File: src/rtl/chunked_addsub.sv
// Purpose: WIDTH-bit add/subtract evaluated CHUNK bits per clock with a registered inter-chunk carry.
// Latency: start sampled at edge E0 -> done pulses after edge E0+N (N = WIDTH/CHUNK); one op per N+1 cycles.
// Backpressure: none; start is ignored while busy, results hold from done until the next accepted start.
module chunked_addsub #(
  parameter int WIDTH = 32,
  parameter int CHUNK = 4
) (
  input  logic             clk,
  input  logic             rst_n,
  input  logic             start,
  input  logic             sub,
  input  logic [WIDTH-1:0] a,
  input  logic [WIDTH-1:0] b,
  input  logic             carry_in,
  output logic             busy,
  output logic             done,
  output logic [WIDTH-1:0] result,
  output logic             carry_out,
  output logic             overflow
);

  localparam int N    = WIDTH / CHUNK;
  localparam int IDXW = (N > 1) ? $clog2(N) : 1;
  localparam logic [IDXW-1:0] LAST_IDX = IDXW'(N - 1);

  // Reject parameter sets that would leave a partial final chunk.
  generate
    if ((CHUNK < 1) || (CHUNK > WIDTH) || ((WIDTH % CHUNK) != 0)) begin : g_bad_params
      $fatal(1, "chunked_addsub: WIDTH must be a non-zero multiple of CHUNK");
    end
  endgenerate

  typedef enum logic [1:0] {IDLE, RUN, DONE} state_t;

  state_t            state;
  logic [WIDTH-1:0]  a_q;
  logic [WIDTH-1:0]  b_q;      // already inverted for subtract
  logic              carry_q;  // carry into the chunk selected by idx
  logic [IDXW-1:0]   idx;
  int                base;
  logic [CHUNK-1:0]  a_chunk;
  logic [CHUNK-1:0]  b_chunk;
  logic [CHUNK:0]    chunk_sum;
  logic              last_chunk;

  // Slice the current chunk out of the latched operands and add it with the running carry.
  always_comb begin
    base       = int'(idx) * CHUNK;
    a_chunk    = a_q[base +: CHUNK];
    b_chunk    = b_q[base +: CHUNK];
    chunk_sum  = {1'b0, a_chunk} + {1'b0, b_chunk} + {{CHUNK{1'b0}}, carry_q};
    last_chunk = (idx == LAST_IDX);
  end

  // Control FSM with all outputs registered; reset aborts any operation in flight.
  always_ff @(posedge clk) begin
    if (!rst_n) begin
      state     <= IDLE;
      a_q       <= '0;
      b_q       <= '0;
      carry_q   <= 1'b0;
      idx       <= '0;
      busy      <= 1'b0;
      done      <= 1'b0;
      result    <= '0;
      carry_out <= 1'b0;
      overflow  <= 1'b0;
    end else begin
      case (state)
        IDLE, DONE: begin
          done <= 1'b0;
          if (start) begin
            a_q     <= a;
            b_q     <= sub ? ~b : b;
            // Subtract is a + ~b + 1; a borrow-in cancels that +1.
            carry_q <= carry_in ^ sub;
            idx     <= '0;
            result  <= '0;
            busy    <= 1'b1;
            state   <= RUN;
          end else begin
            state <= IDLE;
          end
        end
        RUN: begin
          result[base +: CHUNK] <= chunk_sum[CHUNK-1:0];
          carry_q               <= chunk_sum[CHUNK];
          if (last_chunk) begin
            idx       <= '0;
            carry_out <= chunk_sum[CHUNK];
            // Operands of equal sign producing a result of the other sign.
            overflow  <= (a_q[WIDTH-1] == b_q[WIDTH-1]) &&
                         (chunk_sum[CHUNK-1] != a_q[WIDTH-1]);
            busy      <= 1'b0;
            done      <= 1'b1;
            state     <= DONE;
          end else begin
            idx <= idx + IDXW'(1);
          end
        end
        default: begin
          state <= IDLE;
          busy  <= 1'b0;
          done  <= 1'b0;
        end
      endcase
    end
  end

endmodule
File: config.mk
export PLATFORM = sky130hd
export DESIGN_NAME = chunked_addsub
export DESIGN_NICKNAME = d
export VERILOG_FILES = /design/src/rtl/chunked_addsub.sv
export SDC_FILE = /design/constraint.sdc
export NUM_CORES = 1
export LEC_CHECK = 0
export CAP_MARGIN = 25
export CORE_UTILIZATION = 40
export DETAILED_ROUTE_END_ITERATION = 7
export PLACE_DENSITY = 0.63
export SLEW_MARGIN = 20
export SYNTH_ARGS = -nofsm -noshare
export SYNTH_HDL_FRONTEND = slang
export SYNTH_SLANG_ARGS = --single-unit
File: constraint.sdc
create_clock -name clk -period 4.1 [get_ports clk]
set_input_delay 0.615 -clock clk [delete_from_list [all_inputs] [get_ports clk]]
set_output_delay 0.615 -clock clk [all_outputs]
set_load 0.01 [all_outputs]
==> impl_metrics.ini <==
[critical_path]
path_cells = mux4_2 > nand2_1 > nand2_1 > fa_1 > inv_1 > fa_1 > or3_1 > or2_2 > a21oi_1
critical_path.max_fanout = 17
crit_required_ns = 4.38
arrival_ns = 3.77
cp-start-kind = flop
cp.buffers_inverters = 1
path_delay_family = adder cells
max_stage_delay_ns = 0.84
cp-end-kind = flop
cpMaxStageDelayCell = dfxtp_1
critPathKind = reg -> reg

[timing]
fin_crit_sh_pct = 85.11
relSlewSlack_pct = 42.97
rsz0062_at_grt = no
fin_worst_skew_ns = 0.009760
fmax_mhz = 286.6
setup-tns-final_ns = 0
worst_slew_pin_slew_ns = 0.8555
period_needed_ns = 3.489
finalMaxSlewViolations = 0
setup_viol = 0
hold_viol = 0
setup_ws_ns = 0.6106

[logic_synthesis]
syn_area_mm2 = 0.004897
yosysTopAreaCell = dfxtp_1
yosysUniqueCellTypes = 47
synth_enable_flop_cells = 0
yosys_warnings = 0
netlist_top_cells_area = dfxtp_1, nand2_1, mux4_2, xnor2_1, a21oi_1
syn_avg_cell_area_um2 = 8.776
netlist_instances = 558
synthArstFlopShare_pct = 0
synth_commonest_cells = dfxtp_1, nand2_1, nor2_1, a21oi_1, xnor2_1
yosysSeqAreaShare_pct = 43.33
synth_top_area_share_pct = 43.33
syn-num-nets = 636
synth_seq_cells = 106
synthFlopType = dfxtp_1
synth.most_common_cell = dfxtp_1

[pwr]
leakage_nw = 2.194
power.density_mw_per_mm2 = 375.0
vdd_drop_max_mv = 0.1839
p_total_mw = 2.374

[grt]
grt_usage_pct = 18.43
first_global_vias = 3910
gr-total-overflow = 0
grt_pass1_wl_mm = 18.82
grt_start_max_net_pins = 65
antenna_found_initial = 0

[clocking]
cts_root_buf = clkbuf_16
cts_sinks = 106
postCtsSetupRepairBufs = 0
htreeDepth = 3
clk_path_buf_depth = 2
clkTransAtPathRegs_ns = 0.08
cts_hold_buf = 0
insertion_delay_ns = 0.34
cts_tree = done
ctsResizeCount = 0
numCtsBuffers = 9

[run_status]
status = completed

[die]
die_w_um = 112.7
fp.dieH_um = 112.7
core_area_mm2 = 0.01196
dieArea_mm2 = 0.01269
rows = 40
io_pins = 105
initial_utilization_pct = 40.94

[finish]
layout-drive-gt1-share_pct = 9.969
nFillCells = 1145
antennaDiodeCount = 0
fin_area_mm2 = 0.006330
fin_nets = 715
area_growth_pct = 29.25

[drt]
route.vias.total = 4149
ant_nets = 0
first_pass_iters = 4
drc_errors = 0
via_per_inst = 5.259
drt-total-wl_mm = 11.47
routedWlPerCell_um = 14.53
drt_iter0_markers = 299

[place]
io_buffers = 104
placed_area_mm2 = 0.006018
gp_congestion = 0.7982
place_ws_ns = 0.5702
place_hpwl_mm = 8.257

[worst_hold_path]
hp-class = reg -> reg

[job]
cap_violations = 0
[worst paths after layout]
path            from         to  slack, ns  cells past startpoint
max           idx[0]  result[9]       0.61                      9
min reg2reg  a_q[11]    a_q[11]       0.45                      2
min          a_q[11]    a_q[11]       0.45                      2
max reg2reg   idx[0]  result[9]       0.61                      9
[layout by cell type, fill, tap and decap left out, types with 2 or more instances in the layout]
master and n:
or3_1 6, nor2b_1 2, buf_4 5, nand3_1 19, and2_1 3, or4_1 3
nand2_1 103, clkbuf_16 9, dfxtp_1 106, a211oi_1 32, o21ai_0 3, nand3b_1 5
inv_1 6, mux4_2 16, nor3_1 3, nor3b_1 2, xnor2_1 34, fa_1 2
nand2b_1 3, a21oi_1 58, inv_6 2, nor2_1 59, ha_1 7, o211ai_1 5
clkinv_4 2, clkdlybuf4s50_1 103, or2_2 7, mux2_2 10
[metal layers]
metal  vias to the layer above  wire (um)  GRT usage [%]
met4                         0         89          5.600
met5                         -          0              0
met1                      1958       5476          24.76
met3                         7        473          2.484
met2                       106       5427          30.78
li1                       2078          -              -
[area by class of cell]
type | count | area (um^2) | area share [%]
inverter | 8 | 30.03 | 0.4744
clock inverter | 6 | 72.57 | 1.146
timing repair buffer | 110 | 1094 | 17.28
clock buffer | 10 | 239.0 | 3.775
multi-input combinational | 402 | 2589 | 40.90
sequential | 106 | 2122 | 33.52
tap | 147 | 183.9 | 2.906
[logic make-up (layout without fill, tap and decap cells)]
kind of cell             count (synthesis)  in the layout  synth area share (%)
AO/OA/AOI/OAI                          106            106                 13.21
XOR/XNOR                                34             34                 6.081
adder cells (fa/ha/maj)                  9              9                 2.606
buffers and inverters                   50            134                 3.986
flip-flops                             106            106                 43.33
multiplexers                            27             27                 9.862
AND/OR/NAND/NOR                        226            226                 20.92
[tightest hold or removal path, stage by stage, from the launching register on]
cell and delay [ns]:
dfxtp_1 0.31, nand2_1 0.05, a21oi_1 0.05
[metrics by stage]
step | instances | hold slack, ns | util (%)
2_1_floorplan | 558 | 0.4331 | -
3_3_place_gp | 773 | 0.4443 | 50.27
3_5_place_dp | 773 | 0.4451 | 50.31
4_1_cts | 789 | 0.4557 | 52.92
5_1_grt | 789 | 0.4781 | 52.92
6_report | 789 | 0.4545 | 52.92
[registers in the layout (all words and copies together) (netlist names)]
signal,cells
idx,3
result,32
carry_q,1
done,1
overflow,1
busy,1
a_q,32
carry_out,1
state,2
b_q,32
[power by group]
| group | total (mW) | internal, mW | switching, mW |
|---|---|---|---|
| logic | 0.367 | 0.184 | 0.183 |
| clock network | 0.886 | 0.497 | 0.389 |
| registers | 1.12 | 1.08 | 0.0378 |
| total | 2.37 | 1.76 | 0.610 |
No activity file was read; power rests on OpenSTA's default activity.
